[src/rtl/hermes_pkt_injector.sv]
// hermes_pkt_injector: single-packet transmitter for one Hermes router input port.
// Sends a header flit (target in the low byte), a size flit, then `size` payload flits.
// Transfers are under credit flow control and only one packet is in flight at a time.
// Ports:
//   clock, reset      rising-edge clock, asynchronous active-high reset
//   start             launch a packet (sampled only while idle)
//   target, size      header address and payload length, latched at start
//   wr_en, wr_data    payload FIFO write port (writes allowed in any state)
//   fifo_full         registered: payload FIFO holds FIFO_DEPTH entries
//   busy, done        packet in progress / one-cycle pulse after the last flit
//   tx, data_out      flit valid and flit to router rx/data_in
//   credit_i          router has space
// Build option: HERMES_INJ_SEQGEN_EN replaces the FIFO with an internal payload
// sequence 1,2,3,... (wr_en/wr_data ignored, fifo_full tied low).
module hermes_pkt_injector #(
   parameter int unsigned FLIT_W     = 16,
   parameter int unsigned FIFO_DEPTH = 8
) (
   input  logic              clock,
   input  logic              reset,
   input  logic              start,
   input  logic [7:0]        target,
   input  logic [FLIT_W-1:0] size,
   input  logic              wr_en,
   input  logic [FLIT_W-1:0] wr_data,
   output logic              fifo_full,
   output logic              busy,
   output logic              done,
   output logic              tx,
   output logic [FLIT_W-1:0] data_out,
   input  logic              credit_i
);

   localparam logic [1:0] ST_IDLE    = 2'd0;
   localparam logic [1:0] ST_HEADER  = 2'd1;
   localparam logic [1:0] ST_SIZE    = 2'd2;
   localparam logic [1:0] ST_PAYLOAD = 2'd3;

   logic [1:0]        state_q, state_d;
   logic [FLIT_W-1:0] size_q, size_d;
   logic [FLIT_W-1:0] remaining_q, remaining_d;
   logic [FLIT_W-1:0] data_q, data_d;
   logic              tx_q, tx_d;
   logic              busy_q, busy_d;
   logic              done_q, done_d;

   // Payload flit that will be presented next cycle, and whether one exists.
   logic [FLIT_W-1:0] head_d;
   logic              avail_d;

   logic xfer;
   assign xfer = tx_q && credit_i;

`ifdef HERMES_INJ_SEQGEN_EN
   // Internal payload sequence: first payload flit is 1, each transfer advances it.
   always_comb begin
      avail_d = 1'b1;
      head_d  = data_q;
      if (state_q == ST_SIZE) begin
         head_d = FLIT_W'(1);
      end else if (xfer) begin
         head_d = data_q + FLIT_W'(1);
      end
   end

   logic unused_wr;
   assign unused_wr = ^{wr_en, wr_data};
   assign fifo_full = 1'b0;
`else
   localparam int unsigned PTR_W = $clog2(FIFO_DEPTH);
   localparam int unsigned CNT_W = PTR_W + 1;

   logic [FLIT_W-1:0] mem_q [FIFO_DEPTH];
   logic [PTR_W-1:0]  rd_ptr_q, rd_ptr_d;
   logic [PTR_W-1:0]  wr_ptr_q, wr_ptr_d;
   logic [CNT_W-1:0]  count_q, count_d;
   logic [CNT_W-1:0]  cnt_after_pop;
   logic              full_q;
   logic              push, pop;

   // FIFO pointer/count update; head bypasses the write when it lands in an empty FIFO.
   always_comb begin
      push          = wr_en && !full_q;
      pop           = (state_q == ST_PAYLOAD) && xfer;
      rd_ptr_d      = rd_ptr_q + PTR_W'(pop);
      wr_ptr_d      = wr_ptr_q + PTR_W'(push);
      cnt_after_pop = count_q - CNT_W'(pop);
      count_d       = cnt_after_pop + CNT_W'(push);
      avail_d       = (count_d != '0);
      head_d        = (cnt_after_pop == '0) ? wr_data : mem_q[rd_ptr_d];
   end

   // Storage is not reset; occupancy tracking makes stale entries invisible.
   always_ff @(posedge clock) begin
      if (push) begin
         mem_q[wr_ptr_q] <= wr_data;
      end
   end

   // FIFO control registers.
   always_ff @(posedge clock or posedge reset) begin
      if (reset) begin
         rd_ptr_q <= '0;
         wr_ptr_q <= '0;
         count_q  <= '0;
         full_q   <= 1'b0;
      end else begin
         rd_ptr_q <= rd_ptr_d;
         wr_ptr_q <= wr_ptr_d;
         count_q  <= count_d;
         full_q   <= (count_d == CNT_W'(FIFO_DEPTH));
      end
   end

   assign fifo_full = full_q;
`endif

   // Next-state and next-output logic; tx/data_out are registered from their next values.
   always_comb begin
      state_d     = state_q;
      size_d      = size_q;
      remaining_d = remaining_q;
      data_d      = data_q;
      tx_d        = tx_q;
      done_d      = 1'b0;
      case (state_q)
         ST_IDLE: begin
            tx_d = 1'b0;
            if (start) begin
               size_d  = size;
               data_d  = FLIT_W'(target);
               tx_d    = 1'b1;
               state_d = ST_HEADER;
            end
         end
         ST_HEADER: begin
            if (xfer) begin
               data_d  = size_q;
               state_d = ST_SIZE;
            end
         end
         ST_SIZE: begin
            if (xfer) begin
               remaining_d = size_q;
               if (size_q == '0) begin
                  tx_d    = 1'b0;
                  done_d  = 1'b1;
                  state_d = ST_IDLE;
               end else begin
                  tx_d    = avail_d;
                  data_d  = avail_d ? head_d : data_q;
                  state_d = ST_PAYLOAD;
               end
            end
         end
         default: begin
            if (xfer && (remaining_q == FLIT_W'(1))) begin
               tx_d    = 1'b0;
               done_d  = 1'b1;
               state_d = ST_IDLE;
            end else begin
               if (xfer) begin
                  remaining_d = remaining_q - FLIT_W'(1);
               end
               // Bubble while the FIFO is empty; picks up new data as soon as it lands.
               tx_d   = avail_d;
               data_d = avail_d ? head_d : data_q;
            end
         end
      endcase
      busy_d = (state_d != ST_IDLE);
   end

   // State and output registers.
   always_ff @(posedge clock or posedge reset) begin
      if (reset) begin
         state_q     <= ST_IDLE;
         size_q      <= '0;
         remaining_q <= '0;
         data_q      <= '0;
         tx_q        <= 1'b0;
         busy_q      <= 1'b0;
         done_q      <= 1'b0;
      end else begin
         state_q     <= state_d;
         size_q      <= size_d;
         remaining_q <= remaining_d;
         data_q      <= data_d;
         tx_q        <= tx_d;
         busy_q      <= busy_d;
         done_q      <= done_d;
      end
   end

   assign tx       = tx_q;
   assign data_out = data_q;
   assign busy     = busy_q;
   assign done     = done_q;

endmodule

[config.mk]
export PLATFORM = sky130hd
export DESIGN_NAME = hermes_pkt_injector
export DESIGN_NICKNAME = d
export VERILOG_FILES = /design/src/rtl/hermes_pkt_injector.sv
export SDC_FILE = /design/constraint.sdc
export NUM_CORES = 1
export LEC_CHECK = 0
export ABC_AREA = 0
export CAP_MARGIN = 10
export CORE_ASPECT_RATIO = 1.75
export CORE_UTILIZATION = 29
export DETAILED_ROUTE_END_ITERATION = 7
export GPL_TIMING_DRIVEN = 0
export SYNTH_ARGS = -nofsm -noshare
export SYNTH_HDL_FRONTEND = slang
export SYNTH_SLANG_ARGS = --single-unit
[constraint.sdc]
create_clock -name clock -period 2.5 [get_ports clock]
set_clock_uncertainty 0.05 [all_clocks]
set_input_delay 0.75 -clock clock [delete_from_list [all_inputs] [get_ports clock]]
set_output_delay 0.75 -clock clock [all_outputs]
set_load 0.05 [all_outputs]
* Word-level counts from Yosys, hierarchy flattened
Memories as Yosys holds them, arrays and structs flattened.
Cells that the tools add are included.
** Word-level totals
- Output and inout bits :: 20
- Bits in writable memories :: 128
- Memories kept :: 1
- Bits in registers :: 64
- Bits of input ports :: 45
** Memory list
- mem_q :: depth 8, bits a word 16, rd ports 1, clocked after memory_dff 0, write ports 1, RTL line 73 : logic [FLIT_W-1:0] mem_q [FIFO_DEPTH];
** Operators by class
- Bitwise operators :: 2
- Mux-type cells :: 28
- Reduce and logical (&&, ||, !) cells :: 15
- Eq/ne operators :: 11
- Add/sub/neg operators :: 5
** Operator list (count)
- two-way mux 16 bit :: 9
- case mux 16 bit (3 select lines) :: 1
- case mux 16 bit (2 select lines) :: 1
- equality test 16 x 1 -> 1 bit (second input constant) :: 1
- zero test 16 bit :: 1
- subtractor 16 x 1 -> 16 bit (second input constant) :: 1
- two-way mux 2 bit :: 5
- two-way mux 1 bit :: 9
- inequality test 2 bit (second input constant) :: 4
- adder 3 x 1 -> 3 bit :: 2
- case mux 2 bit (3 select lines) :: 1
- AND reduction 5 bit :: 1
- adder 4 x 1 -> 4 bit :: 1
- equality test 2 bit (second input constant) :: 2
- equality test 4 bit (second input constant) :: 1
- logical AND 1 bit :: 4
- zero test 4 bit :: 1
- inequality test 4 x 1 -> 1 bit (second input constant) :: 1
- AND reduction 2 bit :: 2
- nonzero test 4 bit :: 1
- subtractor 4 x 1 -> 4 bit :: 1
- case mux 1 bit (3 select lines) :: 1
- AND reduction 3 bit :: 1
- equality test 2 x 1 -> 1 bit (second input constant) :: 1
- 7 further kinds :: 8

* Longest topological paths before layout
- Depth after elaboration :: 9
- Mapped depth :: 12
- Mapped depth without buffers :: 10

* Worst setup path before layout
No wires, ideal clock.
- Path kind :: reg-to-reg
- Start point :: reg tx_q (netlist: tx)
- End point :: reg data_q[8] (netlist: data_out[8])
- Cell stages (with the launch flop) :: 13
- Library setup time :: 125 ps
- Data arrival time :: 3014 ps
- Period minus slack after synthesis :: 3189 ps
- Path slack :: -689 ps
- Cell sequence :: dfrtp_1 > clkbuf_2 > nand3_1 > nor2_1 > ha_1 > ha_1 > inv_1 > ha_1 > xor2_2 > nor3_2 > a311oi_4 > buf_8 > mux2_4
** Between the ends
- Longest elaborated chain between the ends :: 9
- Elaborated cells on any way between the ends :: 19
- Classes of those cells :: 3 x add/sub; 3 x eq/ne; 6 x mux; 6 x reduce/logical; 1 x memory
** RTL lines
- from (decl) :: RTL line 43 : logic tx_q, tx_d;
- from (signal assigned) :: RTL line 189 : tx_q <= tx_d;
- logical AND 1 bit * :: RTL line 52 : assign xfer = tx_q && credit_i;
- logical AND 1 bit * :: RTL line 84 : pop = (state_q == ST_PAYLOAD) && xfer;
- subtractor 4 x 1 -> 4 bit * :: RTL line 87 : cnt_after_pop = count_q - CNT_W'(pop);
- adder 4 x 1 -> 4 bit * :: RTL line 88 : count_d = cnt_after_pop + CNT_W'(push);
- via count_d[2] :: RTL line 76 : logic [CNT_W-1:0] count_q, count_d;
- nonzero test 4 bit * :: RTL line 89 : avail_d = (count_d != '0);
- two-way mux 16 bit * :: RTL line 151, 167
- two-way mux 16 bit :: RTL line 145 : if (size_q == '0) begin
- two-way mux 16 bit :: RTL line 143 : if (xfer) begin
- case mux 16 bit (3 select lines) * :: RTL line 126 : case (state_q)
- to (signal assigned) :: RTL line 188 : data_q <= data_d;
- to (decl) :: RTL line 42 : logic [FLIT_W-1:0] data_q, data_d;
The timed path passes the listed nets; every way through them passes the cells marked *. The select of a mux whose other input is x is not followed.
A chain may end at the register's enable or synchronous reset.

* Worst setup path after layout
- Start point :: in credit_i
- End point :: reg data_q[12] (netlist: data_out[12])
** Between the ends
- Longest elaborated chain between the ends :: 9
- Elaborated cells on any way between the ends :: 19
- Classes of those cells :: 3 x add/sub; 3 x eq/ne; 6 x mux; 6 x reduce/logical; 1 x memory
** RTL lines
- from (decl) :: RTL line 31 : input logic credit_i
- logical AND 1 bit * :: RTL line 52
- logical AND 1 bit :: RTL line 84
- subtractor 4 x 1 -> 4 bit / adder 3 x 1 -> 3 bit (equally long branches) :: RTL line 87, 85
- adder 4 x 1 -> 4 bit, or another cell as far along :: RTL line 88
- nonzero test 4 bit / two-way mux 16 bit (equally long branches) :: RTL line 89, 90
- two-way mux 16 bit :: RTL line 151, 167
- two-way mux 16 bit :: RTL line 145
- two-way mux 16 bit :: RTL line 143
- case mux 16 bit (3 select lines) :: RTL line 126
Every way passes the cells marked *; elsewhere a longest branch is shown, timed or not. The select of a mux whose other input is x is not followed.

==> impl_results.rst <==
.. list-table::
   :header-rows: 1

   * - Metric
     - Value
   * - Outcome
     - finished, violations left
   * - Failing checks
     - negative setup slack
   * - Total I/O pin count
     - 65
   * - Number of warning messages in the yosys log
     - 0
   * - Minimum period implied by the final worst setup slack
     - 2.69 ns
   * - Number of detailed-routing iterations run before antenna repair
     - 8
   * - Final setup slack of the worst path
     - -0.194 ns
   * - Root Driver
     - sky130_fd_sc_hd__clkbuf_16
   * - Required time reported for the critical path endpoint
     - 2.78 ns
   * - RSZ-0062 raised after global routing
     - true
   * - Number of max-capacitance violations reported
     - 0
   * - Cell Count, Final, Fillers Out
     - 1141
   * - TritonCTS Sinks
     - 192
   * - H-tree depth
     - 4
   * - Final count of hold timing violations
     - 0
   * - Synth Cell Area
     - 8810 um^2
   * - Arrival @ worst endpoint
     - 2.98 ns
   * - Diodes inserted
     - 0
   * - Slowest cell on the critical path
     - sky130_fd_sc_hd__a311oi_4
   * - Slew Limit Fails
     - 0
   * - # port buffers
     - 64
   * - Max rail drop VDD
     - 0.577 mV
   * - Global-route usage over all layers
     - 16.4%
   * - Row count
     - 84
   * - Placed wire-length estimate after detailed placement
     - 17300 um
   * - Detailed router's first-iteration violation count
     - 360
   * - Cell Count Post-Placement
     - 1096
   * - Top_reg_cell synth
     - sky130_fd_sc_hd__edfxtp_1
   * - List of cells traversed by the critical path
     - buf_6 > nand3_4 > nor2_4 > ha_4 > ha_4 > xor2_4 > nand3_4 > xnor2_4 > a311oi_4 > buf_6 > mux2_4
   * - Slew @ Worst Pin
     - 0.829 ns
   * - Remaining number of nets flagged by the antenna check after routing
     - 0
   * - Setup Viol. Count Final
     - 16
   * - Syn_nets
     - 692
   * - Largest net degree at the start of global routing
     - 65
   * - Commonest non-fill, non-tap cell in the layout
     - sky130_fd_sc_hd__edfxtp_1
   * - Type of the worst setup path
     - primary input to register
   * - Area added between synthesis and finish
     - 30.6%
   * - Global route overflow
     - 0
   * - CTS tree
     - yes
   * - Share of post-route cells with drive strength above 1
     - 27.6%
   * - Number of nets in the layout
     - 796
   * - Number of synthesized flops with an enable pin
     - 128
   * - Final routed wire length divided by cell count
     - 21.3 um
   * - Initial core utilization
     - 29.4%
   * - Routability-driven placement congestion ratio
     - 0.899
   * - Crit. End Element
     - register
   * - Final design utilization
     - 38.4%
   * - Type of the worst min-delay path
     - register to register
   * - Kind of start point of the critical path
     - primary input
   * - Synth Area per Inst
     - 13.8 um^2
   * - Die area
     - 31100 um^2
   * - Initial antenna violation count
     - 0
   * - Sequential fraction of the synthesis area
     - 61.8%
   * - Post-synthesis sequential element count
     - 192
   * - Vias in the first global route
     - 6157
   * - Hold Buf Count CTS
     - 0
   * - Top fanout value on the critical path
     - 7
   * - Overall routed net length
     - 24300 um
   * - Achievable frequency
     - 371 MHz
   * - Mean number of vias per cell
     - 5.17
   * - Ys async rst share
     - 33.3%
   * - Post-Syn Instances
     - 637
   * - Yosys cell types
     - 55
   * - CTS clock-pin slew for the worst setup and hold paths
     - 0.08 ns
   * - Via count
     - 5898
   * - Fraction of the cycle the final worst path needs
     - 108%
   * - Relative slew margins
     - 44.7%
   * - Most frequent cells in the layout
     - sky130_fd_sc_hd__edfxtp_1, sky130_fd_sc_hd__dfrtp_1, sky130_fd_sc_hd__clkdlybuf4s50_1, sky130_fd_sc_hd__mux2_2, sky130_fd_sc_hd__nor3b_1
   * - Total power density per cell area
     - 1350 nW/um^2
   * - Largest stage delay, worst path
     - 0.37 ns
   * - Wire length of the first global-routing pass
     - 37100 um
   * - Source-to-sink clock delay at the later pin of the worst-skew pair
     - 0.44 ns
   * - Standard cell core area
     - 30000 um^2
   * - Leakage power of the design
     - 4.15 nW
   * - Die Wd
     - 134 um
   * - Deepest clock path buffer count
     - 2
   * - Number of remaining DRC errors
     - 0
   * - Die H
     - 233 um
   * - Number of buffers created by CTS
     - 17
   * - Filler cells
     - 2769
[through the flow]
| step | setup TNS, ns | power [mW] | hold slack, ns | instance area [um^2] | setup WS [ns] |
|---|---|---|---|---|---|
| CTS | -2.31 | 15.5 | 0.449 | 11400 | -0.183 |
| global route | -4.33 | 16.3 | 0.466 | 11500 | -0.290 |
| detailed placement | -92.81 | 11.3 | 0.434 | 10300 | -1.67 |
| finish | -2.59 | 15.6 | 0.448 | 11500 | -0.194 |
| global placement | -265.37 | 11.0 | 0.416 | 10100 | -1.65 |
| floorplan | -5.10 | 9.12 | 0.401 | 8940 | -0.448 |
[critical path, delay by kind of cell]
family	cells	cell delay, ns
adders and majority gates	2	0.33
muxes	1	0.30
xor gates and xnor gates	2	0.47
AOI/OAI and AO/OA	1	0.37
buffers and inverters	2	0.31
and+or+nand+nor	3	0.42
[registers in the layout, summed over array words and instances (netlist names), 2 cells and up]
| name | cells |
|---|---|
| state_q | 2 |
| mem_q | 128 |
| size_q | 16 |
| data_out | 16 |
| wr_ptr_q | 3 |
| count_q | 4 |
| rd_ptr_q | 3 |
| remaining_q | 16 |
[worst paths after layout]
check                             from      endpoint  slack, ns  cells past startpoint
hold reg to reg            wr_ptr_q[2]   wr_ptr_q[2]       0.45                      1
setup / recovery              credit_i  data_out[12]      -0.19                     11
hold / removal             wr_ptr_q[2]   wr_ptr_q[2]       0.45                      1
max in group asynchronous        reset    state_q[0]       1.03                      2
min in group asynchronous        reset     fifo_full       0.76                      2
setup reg to reg            state_q[1]  data_out[12]      -0.19                     10
[synth_stat cells (2+ instances only)]
master / n / share of area [%]
sky130_fd_sc_hd__clkbuf_1: 26 / 1.1
sky130_fd_sc_hd__o221ai_1: 17 / 1.7
sky130_fd_sc_hd__a31o_2: 2 / 0.20
sky130_fd_sc_hd__nand4_1: 3 / 0.21
sky130_fd_sc_hd__and2_1: 9 / 0.64
sky130_fd_sc_hd__a31oi_1: 6 / 0.43
sky130_fd_sc_hd__nor4_1: 14 / 0.99
sky130_fd_sc_hd__mux4_2: 16 / 4.1
sky130_fd_sc_hd__xnor2_2: 2 / 0.37
sky130_fd_sc_hd__nor3b_1: 33 / 2.8
sky130_fd_sc_hd__or3_1: 2 / 0.14
sky130_fd_sc_hd__a2bb2oi_1: 3 / 0.30
sky130_fd_sc_hd__dfrtp_1: 64 / 18
sky130_fd_sc_hd__xor2_2: 2 / 0.37
sky130_fd_sc_hd__buf_2: 11 / 0.62
sky130_fd_sc_hd__edfxtp_1: 128 / 44
sky130_fd_sc_hd__nand2_1: 22 / 0.94
sky130_fd_sc_hd__nand3b_1: 16 / 1.4
sky130_fd_sc_hd__nor3_2: 2 / 0.23
sky130_fd_sc_hd__nor2_1: 20 / 0.85
sky130_fd_sc_hd__nand3_1: 8 / 0.45
sky130_fd_sc_hd__mux2i_1: 24 / 2.7
sky130_fd_sc_hd__o21ai_0: 19 / 1.1
sky130_fd_sc_hd__mux2_4: 2 / 0.34
sky130_fd_sc_hd__a22oi_1: 2 / 0.17
sky130_fd_sc_hd__nor2b_1: 6 / 0.43
sky130_fd_sc_hd__nand2b_1: 5 / 0.36
sky130_fd_sc_hd__nor3_1: 33 / 1.9
sky130_fd_sc_hd__o41a_1: 2 / 0.26
sky130_fd_sc_hd__and3_1: 2 / 0.14
sky130_fd_sc_hd__inv_1: 28 / 1.2
sky130_fd_sc_hd__ha_1: 10 / 1.4
sky130_fd_sc_hd__a211oi_1: 3 / 0.26
sky130_fd_sc_hd__o22ai_1: 2 / 0.14
sky130_fd_sc_hd__buf_1: 3 / 0.13
sky130_fd_sc_hd__o31ai_1: 7 / 0.60
sky130_fd_sc_hd__a211o_1: 8 / 0.80
sky130_fd_sc_hd__a21oi_1: 13 / 0.74
sky130_fd_sc_hd__mux2_2: 46 / 5.9
[cell type report]
| cell class | count | area [um^2] | area share [%] |
|---|---|---|---|
| clock inverters | 15 | 166 | 1.45 |
| flip-flops and latches | 192 | 5450 | 47.4 |
| clock buffers | 17 | 425 | 3.70 |
| plain buffers | 40 | 392 | 3.41 |
| repair buffers | 87 | 992 | 8.63 |
| well taps | 387 | 484 | 4.21 |
| inverters | 28 | 110 | 0.957 |
| multi-input cells | 375 | 3480 | 30.3 |
[timing repair]
item                                    CTS  global route
gates cloned                              3             0
buffers inserted                          8             4
endpoints found under the setup margin   82            29
pin swaps                                13             7
gates resized for setup                 108            12
[layer usage]
layer / up-vias / track usage (%) / share of wire, %
met5: - / 0 / 0
met4: 0 / 9.30 / 4.5
met3: 56 / 2.55 / 3.3
met2: 184 / 31.3 / 56
met1: 2987 / 16.6 / 36
li1: 2671 / - / -
[report_power, final]
part / leakage, nW / switching (mW) / internal [mW]
registers: 1.92 / 0.675 / 4.24
clock network: 0.289 / 1.30 / 1.43
logic: 1.94 / 4.01 / 3.91
total: 4.15 / 5.98 / 9.57
[kinds of logic after synthesis]
family,synth area share [%]
XOR/XNOR,0.938
AND/OR/NAND/NOR,11.8
AO/OA/AOI/OAI,7.74
flip-flops,61.8
adder cells (fa/ha/maj),1.42
buffers and inverters,3.28
multiplexers,13.0
Power figures use the tool's default switching activity.
